<file path="src/rtl/semafor_pkg.sv">
// Shared definitions for the parametrised traffic light controller.
// Holds the FSM state encoding, the default phase durations, the lamp
// bundle type and the helper that maps a state onto the lamp pattern.
package semafor_pkg;

    // FSM state encoding (3 bits, two codes unused).
    typedef enum logic [2:0] {
        VERDE  = 3'd0,
        GALBEN = 3'd1,
        CLR_A  = 3'd2,
        PIETON = 3'd3,
        CLR_B  = 3'd4,
        NOAPTE = 3'd5
    } state_t;

    // Default durations: clk cycles per second, seconds per phase.
    localparam int unsigned TICK_DIV_DEF    = 32'd1000000;
    localparam int unsigned WIDTH_DEF       = 32'd6;
    localparam int unsigned T_VERDE_MIN_DEF = 32'd60;
    localparam int unsigned T_GALBEN_DEF    = 32'd5;
    localparam int unsigned T_CLEAR_DEF     = 32'd2;
    localparam int unsigned T_PIETON_DEF    = 32'd30;
    localparam int unsigned T_FLASH_DEF     = 32'd5;

    // One bit per lamp driver.
    typedef struct packed {
        logic rosu;
        logic galben;
        logic verde;
        logic rosu_p;
        logic verde_p;
    } lamps_t;

    // Lamp pattern for a state. steady selects the solid pedestrian green,
    // blink drives the flashing lamps. Unknown codes fall back to all-red.
    function automatic lamps_t decode_lamps(input state_t s,
                                            input logic   steady,
                                            input logic   blink);
        lamps_t l;
        l = '0;
        case (s)
            VERDE: begin
                l.verde  = 1'b1;
                l.rosu_p = 1'b1;
            end
            GALBEN: begin
                l.galben = 1'b1;
                l.rosu_p = 1'b1;
            end
            PIETON: begin
                l.rosu    = 1'b1;
                l.verde_p = steady | blink;
            end
            NOAPTE: begin
                l.galben = blink;
            end
            default: begin
                l.rosu   = 1'b1;
                l.rosu_p = 1'b1;
            end
        endcase
        return l;
    endfunction

endpackage

</file>
<file path="src/rtl/semafor_if.sv">
// Board-side bundle of the traffic light controller: push-button and
// night-mode inputs plus the lamp driver outputs and the wait lamp.
//   master : the board / stimulus side (drives buton, noapte)
//   slave  : the controller (drives the lamps)
interface semafor_if;
    logic buton;
    logic noapte;
    logic rosu;
    logic galben;
    logic verde;
    logic rosu_p;
    logic verde_p;
    logic asteapta;

    modport master (
        output buton, noapte,
        input  rosu, galben, verde, rosu_p, verde_p, asteapta
    );

    modport slave (
        input  buton, noapte,
        output rosu, galben, verde, rosu_p, verde_p, asteapta
    );
endinterface

</file>
<file path="src/rtl/semafor_tick.sv">
// One-second prescaler. Counts 0..TICK_DIV-1 and wraps; tick is high in
// the cycle the count sits at TICK_DIV-1. clr restarts the second so a
// new phase always starts on a whole-second boundary.
//   clk   : system clock
//   rst_n : synchronous reset, active high
//   clr   : restart the count at 0 on the next edge
//   tick  : one-cycle pulse once per TICK_DIV cycles
module semafor_tick #(
    parameter int unsigned TICK_DIV = 32'd1000000
) (
    input  logic clk,
    input  logic rst_n,
    input  logic clr,
    output logic tick
);
    localparam int unsigned   CW   = $clog2(TICK_DIV);
    localparam logic [CW-1:0] LAST = CW'(TICK_DIV - 32'd1);

    logic [CW-1:0] cnt_r;

    // Prescaler counter with reset, phase-restart and wrap.
    always_ff @(posedge clk) begin
        if (rst_n) begin
            cnt_r <= '0;
        end else if (clr) begin
            cnt_r <= '0;
        end else if (cnt_r == LAST) begin
            cnt_r <= '0;
        end else begin
            cnt_r <= cnt_r + CW'(1);
        end
    end

    assign tick = (cnt_r == LAST);
endmodule

</file>
<file path="src/rtl/semafor_param.sv">
// Parametrised single-intersection traffic light controller.
// Vehicle head (rosu/galben/verde), pedestrian head (rosu_p/verde_p),
// registered pedestrian request with wait lamp, flashing pedestrian green
// at the end of the crossing phase and flashing yellow night mode.
//   clk   : system clock (TICK_DIV cycles per second)
//   rst_n : synchronous reset, active high
//   bus   : buton/noapte in, lamps and asteapta out
module semafor_param
    import semafor_pkg::*;
#(
    parameter int unsigned TICK_DIV    = TICK_DIV_DEF,
    parameter int unsigned WIDTH       = WIDTH_DEF,
    parameter int unsigned T_VERDE_MIN = T_VERDE_MIN_DEF,
    parameter int unsigned T_GALBEN    = T_GALBEN_DEF,
    parameter int unsigned T_CLEAR     = T_CLEAR_DEF,
    parameter int unsigned T_PIETON    = T_PIETON_DEF,
    parameter int unsigned T_FLASH     = T_FLASH_DEF
) (
    input  logic     clk,
    input  logic     rst_n,
    semafor_if.slave bus
);
    localparam int unsigned TMAX = 32'd1 << WIDTH;

    if (T_VERDE_MIN < 32'd1 || T_VERDE_MIN >= TMAX) begin : g_chk_verde
        $error("T_VERDE_MIN out of range for WIDTH");
    end
    if (T_GALBEN < 32'd1 || T_GALBEN >= TMAX) begin : g_chk_galben
        $error("T_GALBEN out of range for WIDTH");
    end
    if (T_CLEAR < 32'd1 || T_CLEAR >= TMAX) begin : g_chk_clear
        $error("T_CLEAR out of range for WIDTH");
    end
    if (T_PIETON < 32'd1 || T_PIETON >= TMAX) begin : g_chk_pieton
        $error("T_PIETON out of range for WIDTH");
    end
    if (T_FLASH < 32'd1 || T_FLASH >= TMAX) begin : g_chk_flash
        $error("T_FLASH out of range for WIDTH");
    end
    if (T_FLASH > T_PIETON) begin : g_chk_flash_le
        $error("T_FLASH must not exceed T_PIETON");
    end
    if (TICK_DIV < 32'd2) begin : g_chk_div
        $error("TICK_DIV must be at least 2");
    end

    localparam logic [WIDTH-1:0] FLASH_W = WIDTH'(T_FLASH);
    localparam lamps_t           LAMPS_RESET = '{rosu: 1'b1, galben: 1'b0, verde: 1'b0,
                                                 rosu_p: 1'b1, verde_p: 1'b0};

    state_t           state_r, state_nxt_s;
    logic [WIDTH-1:0] sec_r, sec_dec_s, sec_nxt_s;
    logic             cerere_r, cerere_nxt_s;
    logic             blink_r, blink_nxt_s;
    logic             tick_s, expired_s, change_s, flash_s;
    lamps_t           lamps_r, lamps_nxt_s;
    logic             asteapta_r;

    // Seconds loaded on entry: phase length minus one so the phase ends on
    // the tick that finds the counter at zero. Night mode is untimed.
    function automatic logic [WIDTH-1:0] t_load(input state_t s);
        logic [WIDTH-1:0] v;
        case (s)
            VERDE:   v = WIDTH'(T_VERDE_MIN - 32'd1);
            GALBEN:  v = WIDTH'(T_GALBEN - 32'd1);
            CLR_A:   v = WIDTH'(T_CLEAR - 32'd1);
            PIETON:  v = WIDTH'(T_PIETON - 32'd1);
            CLR_B:   v = WIDTH'(T_CLEAR - 32'd1);
            default: v = {WIDTH{1'b0}};
        endcase
        return v;
    endfunction

    semafor_tick #(
        .TICK_DIV (TICK_DIV)
    ) u_tick (
        .clk   (clk),
        .rst_n (rst_n),
        .clr   (change_s),
        .tick  (tick_s)
    );

    assign expired_s = tick_s & (sec_r == {WIDTH{1'b0}});

    // Next-state selection; timed phases only move on expiry.
    always_comb begin
        state_nxt_s = state_r;
        case (state_r)
            VERDE: begin
                if (expired_s && (cerere_r || bus.noapte)) begin
                    state_nxt_s = GALBEN;
                end else begin
                    state_nxt_s = VERDE;
                end
            end
            GALBEN: begin
                if (expired_s) begin
                    state_nxt_s = bus.noapte ? NOAPTE : CLR_A;
                end else begin
                    state_nxt_s = GALBEN;
                end
            end
            CLR_A: begin
                if (expired_s) begin
                    state_nxt_s = PIETON;
                end else begin
                    state_nxt_s = CLR_A;
                end
            end
            PIETON: begin
                if (expired_s) begin
                    state_nxt_s = CLR_B;
                end else begin
                    state_nxt_s = PIETON;
                end
            end
            CLR_B: begin
                if (expired_s) begin
                    state_nxt_s = bus.noapte ? NOAPTE : VERDE;
                end else begin
                    state_nxt_s = CLR_B;
                end
            end
            NOAPTE: begin
                if (!bus.noapte) begin
                    state_nxt_s = CLR_B;
                end else begin
                    state_nxt_s = NOAPTE;
                end
            end
            default: state_nxt_s = CLR_B;
        endcase
    end

    assign change_s = (state_nxt_s != state_r);

    // Seconds counter, blink phase, request register and lamp pattern.
    always_comb begin
        sec_dec_s = sec_r;
        if (tick_s && (sec_r != {WIDTH{1'b0}})) begin
            sec_dec_s = sec_r - WIDTH'(1);
        end else begin
            sec_dec_s = sec_r;
        end

        if (change_s) begin
            sec_nxt_s = t_load(state_nxt_s);
        end else begin
            sec_nxt_s = sec_dec_s;
        end

        // The flash test looks at the post-tick seconds value so that the
        // first flashing second of the crossing phase starts dark.
        flash_s = (state_r == NOAPTE) ||
                  ((state_r == PIETON) && (sec_dec_s < FLASH_W));

        if (change_s) begin
            blink_nxt_s = 1'b1;
        end else if (tick_s && flash_s) begin
            blink_nxt_s = ~blink_r;
        end else begin
            blink_nxt_s = blink_r;
        end

        // Entry into the crossing phase serves the request and beats a
        // coincident press; presses during the crossing are not latched.
        if (change_s && (state_nxt_s == PIETON)) begin
            cerere_nxt_s = 1'b0;
        end else if (bus.buton && (state_r != PIETON)) begin
            cerere_nxt_s = 1'b1;
        end else begin
            cerere_nxt_s = cerere_r;
        end

        lamps_nxt_s = decode_lamps(state_nxt_s, (sec_nxt_s >= FLASH_W), blink_nxt_s);
    end

    // FSM state, timers, request and registered lamp drivers.
    always_ff @(posedge clk) begin
        if (rst_n) begin
            state_r    <= CLR_B;
            sec_r      <= WIDTH'(T_CLEAR - 32'd1);
            cerere_r   <= 1'b0;
            blink_r    <= 1'b1;
            lamps_r    <= LAMPS_RESET;
            asteapta_r <= 1'b0;
        end else begin
            state_r    <= state_nxt_s;
            sec_r      <= sec_nxt_s;
            cerere_r   <= cerere_nxt_s;
            blink_r    <= blink_nxt_s;
            lamps_r    <= lamps_nxt_s;
            asteapta_r <= cerere_nxt_s;
        end
    end

    assign bus.rosu     = lamps_r.rosu;
    assign bus.galben   = lamps_r.galben;
    assign bus.verde    = lamps_r.verde;
    assign bus.rosu_p   = lamps_r.rosu_p;
    assign bus.verde_p  = lamps_r.verde_p;
    assign bus.asteapta = asteapta_r;
endmodule

</file>
<file path="src/flat_wrapper.sv">
// flat-port wrapper written by rule: the top's interface ports become plain ports
module semafor_param_flat import semafor_pkg::*;
#(
    parameter int unsigned TICK_DIV    = TICK_DIV_DEF,
    parameter int unsigned WIDTH       = WIDTH_DEF,
    parameter int unsigned T_VERDE_MIN = T_VERDE_MIN_DEF,
    parameter int unsigned T_GALBEN    = T_GALBEN_DEF,
    parameter int unsigned T_CLEAR     = T_CLEAR_DEF,
    parameter int unsigned T_PIETON    = T_PIETON_DEF,
    parameter int unsigned T_FLASH     = T_FLASH_DEF
)
  (clk, rst_n, bus_buton, bus_noapte, bus_rosu, bus_galben, bus_verde, bus_rosu_p, bus_verde_p, bus_asteapta);
  semafor_if bus_i ();
  input  logic clk;
  input  logic rst_n;
  input wire logic [$bits(bus_i.buton)-1:0] bus_buton;
  input wire logic [$bits(bus_i.noapte)-1:0] bus_noapte;
  output wire logic [$bits(bus_i.rosu)-1:0] bus_rosu;
  output wire logic [$bits(bus_i.galben)-1:0] bus_galben;
  output wire logic [$bits(bus_i.verde)-1:0] bus_verde;
  output wire logic [$bits(bus_i.rosu_p)-1:0] bus_rosu_p;
  output wire logic [$bits(bus_i.verde_p)-1:0] bus_verde_p;
  output wire logic [$bits(bus_i.asteapta)-1:0] bus_asteapta;
  assign bus_i.buton = bus_buton;
  assign bus_i.noapte = bus_noapte;
  assign bus_rosu = bus_i.rosu;
  assign bus_galben = bus_i.galben;
  assign bus_verde = bus_i.verde;
  assign bus_rosu_p = bus_i.rosu_p;
  assign bus_verde_p = bus_i.verde_p;
  assign bus_asteapta = bus_i.asteapta;
  semafor_param #(.TICK_DIV(TICK_DIV), .WIDTH(WIDTH), .T_VERDE_MIN(T_VERDE_MIN), .T_GALBEN(T_GALBEN), .T_CLEAR(T_CLEAR), .T_PIETON(T_PIETON), .T_FLASH(T_FLASH)) u_core (.clk(clk), .rst_n(rst_n), .bus(bus_i));
endmodule
</file>
<file path="config.mk">
export PLATFORM = sky130hd
export DESIGN_NAME = semafor_param_flat
export DESIGN_NICKNAME = d
export VERILOG_FILES = /design/src/rtl/semafor_pkg.sv /design/src/rtl/semafor_if.sv /design/src/rtl/semafor_tick.sv /design/src/rtl/semafor_param.sv /design/src/flat_wrapper.sv
export SDC_FILE = /design/constraint.sdc
export NUM_CORES = 1
export LEC_CHECK = 0
export CORE_MARGIN = 2
export CORE_UTILIZATION = 50
export CTS_CLUSTER_DIAMETER = 30
export CTS_CLUSTER_SIZE = 28
export DETAILED_ROUTE_END_ITERATION = 7
export GPL_ROUTABILITY_DRIVEN = 0
export PLACE_DENSITY_LB_ADDON = 0.12
export SETUP_SLACK_MARGIN = 0.1
export SYNTH_ARGS = -nofsm -noshare
export SYNTH_HDL_FRONTEND = slang
export SYNTH_HIERARCHICAL = 1
export SYNTH_SLANG_ARGS = --single-unit
</file>
<file path="constraint.sdc">
create_clock -name clk -period 4.2 [get_ports clk]
set_input_delay 0.63 -clock clk [delete_from_list [all_inputs] [get_ports clk]]
set_output_delay 0.63 -clock clk [all_outputs]
set_load 0.05 [all_outputs]
</file>
== Word level (Yosys, flattened, before mapping) ==
Index checks and enable logic that the tools add are counted.
W data, S select, Z words.

* $add $sub $neg: 2
* $lt $le $gt $ge: 2
* Equal/unequal tests: 13
* Muxes and demuxes: 18
* Bitwise gates (word level): 4
* Reductions and logical operators: 18

{| class="wikitable"
|+ Operators with widths
! kind !! number
|-
| $pmux W6 S4 || 1
|-
| $add A20 B1 Y20 const B || 1
|-
| $eq A20 B20 Y1 const B || 1
|-
| $pmux W3 S6 || 1
|-
| $mux W3 || 5
|-
| $eq A3 B2 Y1 const B || 4
|-
| $eq A3 B3 Y1 const B || 4
|-
| $mux W6 || 2
|-
| $mux W1 || 8
|-
| $reduce_or A2 Y1 || 4
|-
| $eq A3 B1 Y1 const B || 2
|-
| $ge A6 B3 Y1 const B || 1
|-
| $logic_and A1 B1 Y1 || 6
|-
| $logic_not A3 Y1 || 2
|-
| $logic_not A6 Y1 || 1
|-
| $lt A6 B3 Y1 const B || 1
|-
| $reduce_bool A6 Y1 || 1
|-
| $reduce_or A3 Y1 || 2
|-
| $sub A6 B1 Y6 const B || 1
|-
| $ne A3 B2 Y1 const B || 1
|-
| $ne A3 B3 Y1 || 1
|-
| $logic_or A1 B1 Y1 || 2
|-
| $not A1 Y1 || 2
|-
| $pmux W1 S2 || 1
|-
| 2 further kinds || 2
|}

* Flip-flop bits (word level): 36
* Output and inout bits: 6
* Word-level logic and storage cells: 67

== Longest topological paths before layout ==
* Depth in word-level cells: 11
* Depth in mapped cells: 12
* Depth with buffers taken out: 11

== By module ==
Netlist, hierarchy kept.

{| class="wikitable"
|+ By module, submodules not included
! module !! instances !! cells an instance !! area each (um2) !! seq. area each (um2)
|-
| semafor_param || 1 || 142 || 1,111.1 || 320.3
|-
| semafor_tick || 1 || 106 || 945.9 || 400.4
|}

== Worst setup path after synthesis ==
Ideal clock, no wire load.

* Kind: register -> register
* Start: register u_core.u_tick.cnt_r[16]
* End: register u_core.u_tick.cnt_r[10]
* Data arrival time: 2.759 ns
* Data required time: 4.082 ns
* Setup slack: 1.323 ns
* Cell stages (with the launch flop): 12
* Path through: dfxtp_1 > nand3_1 > or4b_1 > nor3_1 > nor3b_4 > nand2_2 > a211o_1 > inv_1 > nor2_1 > o31ai_1 > buf_2 > nor2_1

* Cells in the longest elaborated chain, start to end: 7
* Elaborated cells on any way between the ends: 11
* Classes of those cells: eq/ne: 2; mux: 6; bitwise: 1; reduce/logical: 2

{| class="wikitable"
|+ Ends and longest elaborated chain
! element !! line !! text
|-
| start, declared || semafor_tick.sv:19 || <nowiki>logic [CW-1:0] cnt_r;</nowiki>
|-
| start signal, assigned || semafor_tick.sv:30 || <nowiki>cnt_r <= cnt_r + CW'(1);</nowiki>
|-
| $eq A20 B20 Y1 * || semafor_tick.sv:34 || <nowiki>assign tick = (cnt_r == LAST);</nowiki>
|-
| net u_core.tick_s || semafor_param.sv:55 || <nowiki>logic tick_s, expired_s, change_s, flash_s;</nowiki>
|-
| $and A1 B1 Y1 * || semafor_param.sv:83 || <nowiki>assign expired_s = tick_s & (sec_r == {WIDTH{1'b0}});</nowiki>
|-
| $logic_and A1 B1 Y1 || semafor_param.sv:90 || <nowiki>if (expired_s && (cerere_r || bus.noapte)) begin</nowiki>
|-
| $mux W1 || semafor_param.sv:90 ||
|-
| $pmux W3 S6 * || semafor_param.sv:88 || <nowiki>case (state_r)</nowiki>
|-
| $ne A3 B3 Y1 * || semafor_param.sv:135 || <nowiki>assign change_s = (state_nxt_s != state_r);</nowiki>
|-
| net u_core.change_s || semafor_param.sv:55 ||
|-
| $reduce_or A3 Y1 (no source line) * || n/a ||
|}

The timed path passes the listed nets; every way through them passes the cells marked *.
A chain may end at the register's enable or synchronous reset.

== Final worst setup path ==
* Start: register u_core.u_tick.cnt_r[16]
* End: register u_core.u_tick.cnt_r[5]

The elaborated chain is that of the path after synthesis.

==> flow_summary_export.csv <==
group,metric,value,unit
yosys,synth.area.top_cells,"dfxtp_1 35%, nor2_1 5.7%, xnor2_1 4.3%, nand2_1 3.8%, a21oi_1 3.6%",
clock_tree,cts_max_path_buffers,2,
placement,portBuffers,9,
clock_tree,clk_latency,0.28,ns
placement,placedCellCount,296,
floorplanning,coreArea,3970,sq um
layout,reg_top3,"u_core/u_tick/cnt_r x20, u_core/sec_r x6, u_core/state_r x3",
detailed_routing,routed_wirelength,4.15,mm
layout,final_cells,303,
setup_path,required,4.37,ns
run,max_cap_viol_count,0,
timing,rsz0062_at_grt,"no",
yosys,synth.most_common_cell,"dfxtp_1",
setup_path,path_class,"reg2reg",
grt,grt_pass1_wl,6.98,mm
yosys,synth_top_area_frac,0.350,
floorplanning,ioPinCount,10,
detailed_routing,avgRoutedWirePerCell,13.7,microns
detailed_routing,firstDrtPassIters,4,
timing,slew_headroom,0.518,
yosys,syn_area_per_cell,8.29,sq um
layout,drive_gt1_frac,0.111,
grt,antenna_found_initial,0,
clock_tree,cts_buffers,5,
layout,largest_reg_flops,20,
yosys,synth_nets,255,
timing,setup_violations,0,
floorplanning,rows,23,
clock_tree,cts_hold_buf,0,
timing,worst_pin_slew,0.718,ns
timing,fin_crit,3.46,ns
timing,timing.final.crit_share,0.825,
yosys,ys_seq_area_frac,0.350,
detailed_routing,final_antenna_net_count,0,
power,p_per_area,292,nW/um^2
clock_tree,cts_htree_levels,2,
grt,grt_pass1_vias,1579,
clock_tree,clkTransAtPathRegs,0.06,ns
yosys,synth.largest_area_cell,"dfxtp_1",
timing,hold_viol_final,0,
min_path,hp-class,"reg2reg",
clock_tree,cts_resized,0,
detailed_routing,drt_iter0_markers,107,
floorplanning,start_util,0.518,
grt,grt_max_degree,21,
yosys,yosysWarnings,6,
yosys,yosysUniqueCellTypes,58,
yosys,syn-cell-area,2060,sq um
timing,drv_slew,0,
clock_tree,cts-root-buf,"clkbuf_8",
setup_path,endpoint_kind,"flip-flop",
floorplanning,die_area,4640,sq um
yosys,synth-seq-cells,36,
timing,finalSetupTns,0,ns
power,peakVddDrop,0.209,mV
yosys,synthArstFlopShare,0,
yosys,synth_cells,248,
setup_path,critPathMaxFanout,20,
floorplanning,chipHeight,68.1,microns
clock_tree,cts.sinks,36,
yosys,ys.flop_type,"dfxtp_1",
clock_tree,post_cts_buffers,0,
setup_path,cp-start-kind,"flip-flop",
floorplanning,die_x,68.1,microns
timing,clock_skew,0.00760,ns
yosys,synth-edff-count,0,
setup_path,arrival,3.63,ns
layout,antenna_cells,0,
power,leakage,0.744,nW
layout,area_growth,9.37,%
status,outcome,"finished, final reports clean",
detailed_routing,vias,1735,
power,p_total,0.656,mW
grt,grt.total_usage,0.201,
placement,dp_hpwl,2.95,mm
layout,final_nets,260,
timing,timing.fmax,289,MHz
layout,top_register,"u_core/u_tick/cnt_r",
detailed_routing,via_per_inst,5.73,
grt,overflow,0,
yosys,synthTopCellsByCount,"36 x dfxtp_1, 31 x nor2_1, 21 x nand2_1",
clock_tree,cts_tree,"yes",
detailed_routing,drcViolationCount,0,
## layout by cell type, fill, tap and decap left out, types with 3 or more instances in the layout
cell type,n
o21ai_0,4
ha_1,3
nor3_1,14
nand3b_1,3
or3_1,5
nor2b_1,3
nand4_1,3
nand2_1,21
xnor2_1,10
or2_2,4
a21oi_1,15
clkbuf_8,7
clkdlybuf4s50_1,9
a211oi_1,4
xor2_1,7
nand3_1,8
or4_1,3
nor4_1,5
dfxtp_1,36
a31oi_1,3
a211o_1,3
nor2_1,31
o31ai_1,5
inv_1,8
## path summary, 6_finish.rpt
path                           startpoint                endpoint  slack (ns)  cells after the start
setup / recovery  u_core/u_tick/cnt_r[16]  u_core/u_tick/cnt_r[5]        0.74                     11
hold / removal     u_core/u_tick/cnt_r[0]  u_core/u_tick/cnt_r[0]        0.46                      1
setup reg to reg  u_core/u_tick/cnt_r[16]  u_core/u_tick/cnt_r[5]        0.74                     11
hold reg to reg    u_core/u_tick/cnt_r[0]  u_core/u_tick/cnt_r[0]        0.46                      1
## logic make-up after synthesis
group	after synthesis	share of synthesized area
multiplexers	2	0.00973
AND/OR/NAND/NOR	120	0.332
buffers and inverters	20	0.0481
adder cells (fa/ha/maj)	3	0.0183
XOR/XNOR	17	0.0724
flip-flops	36	0.350
AO/OA/AOI/OAI	50	0.169
## metal layers
layer	up-vias	wire length, microns	track usage
li1	908	-	-
met1	796	1930	0.246
met2	22	2020	0.334
met3	9	114	0.0461
met4	0	85	0.0925
met5	-	0	0
## report_power, final
| group | internal [mW] | switching (mW) |
|---|---|---|
| clock | 0.146 | 0.114 |
| sequential | 0.347 | 0.00726 |
| combinational | 0.0163 | 0.0259 |
## metrics by stage
| step | hold slack, ns | area (sq um) | util | worst slack, ns |
|---|---|---|---|---|
| 3_5_place_dp | 0.450 | 2150 | 0.542 | 0.753 |
| 3_3_place_gp | 0.446 | 2150 | 0.542 | 0.841 |
| 4_1_cts | 0.465 | 2250 | 0.566 | 0.730 |
| 6_report | 0.459 | 2250 | 0.566 | 0.737 |
| 5_1_grt | 0.498 | 2250 | 0.566 | 0.397 |
| 2_1_floorplan | 0.430 | 2060 | - | 1.32 |
## cell type report
type / count / area, sq um
Timing Repair Buffer: 10 / 97.6
Fill cell: 335 / 1720
Inverter: 8 / 30.0
Clock buffer: 7 / 96.3
Multi-Input combinational cell: 192 / 1240
Sequential cell: 36 / 721
Tap cell: 50 / 62.6
## critical path, stage by stage (launching register included)
cell,delay (ns)
dfxtp_1,0.38
nand3_1,0.12
or4b_1,0.55
nor3_1,0.58
nor3b_4,0.43
nand2_2,0.16
a211o_1,0.40
inv_1,0.21
nor2_1,0.09
o31ai_2,0.08
buf_4,0.27
nor2_1,0.08
(Power assumes the default switching activity.)
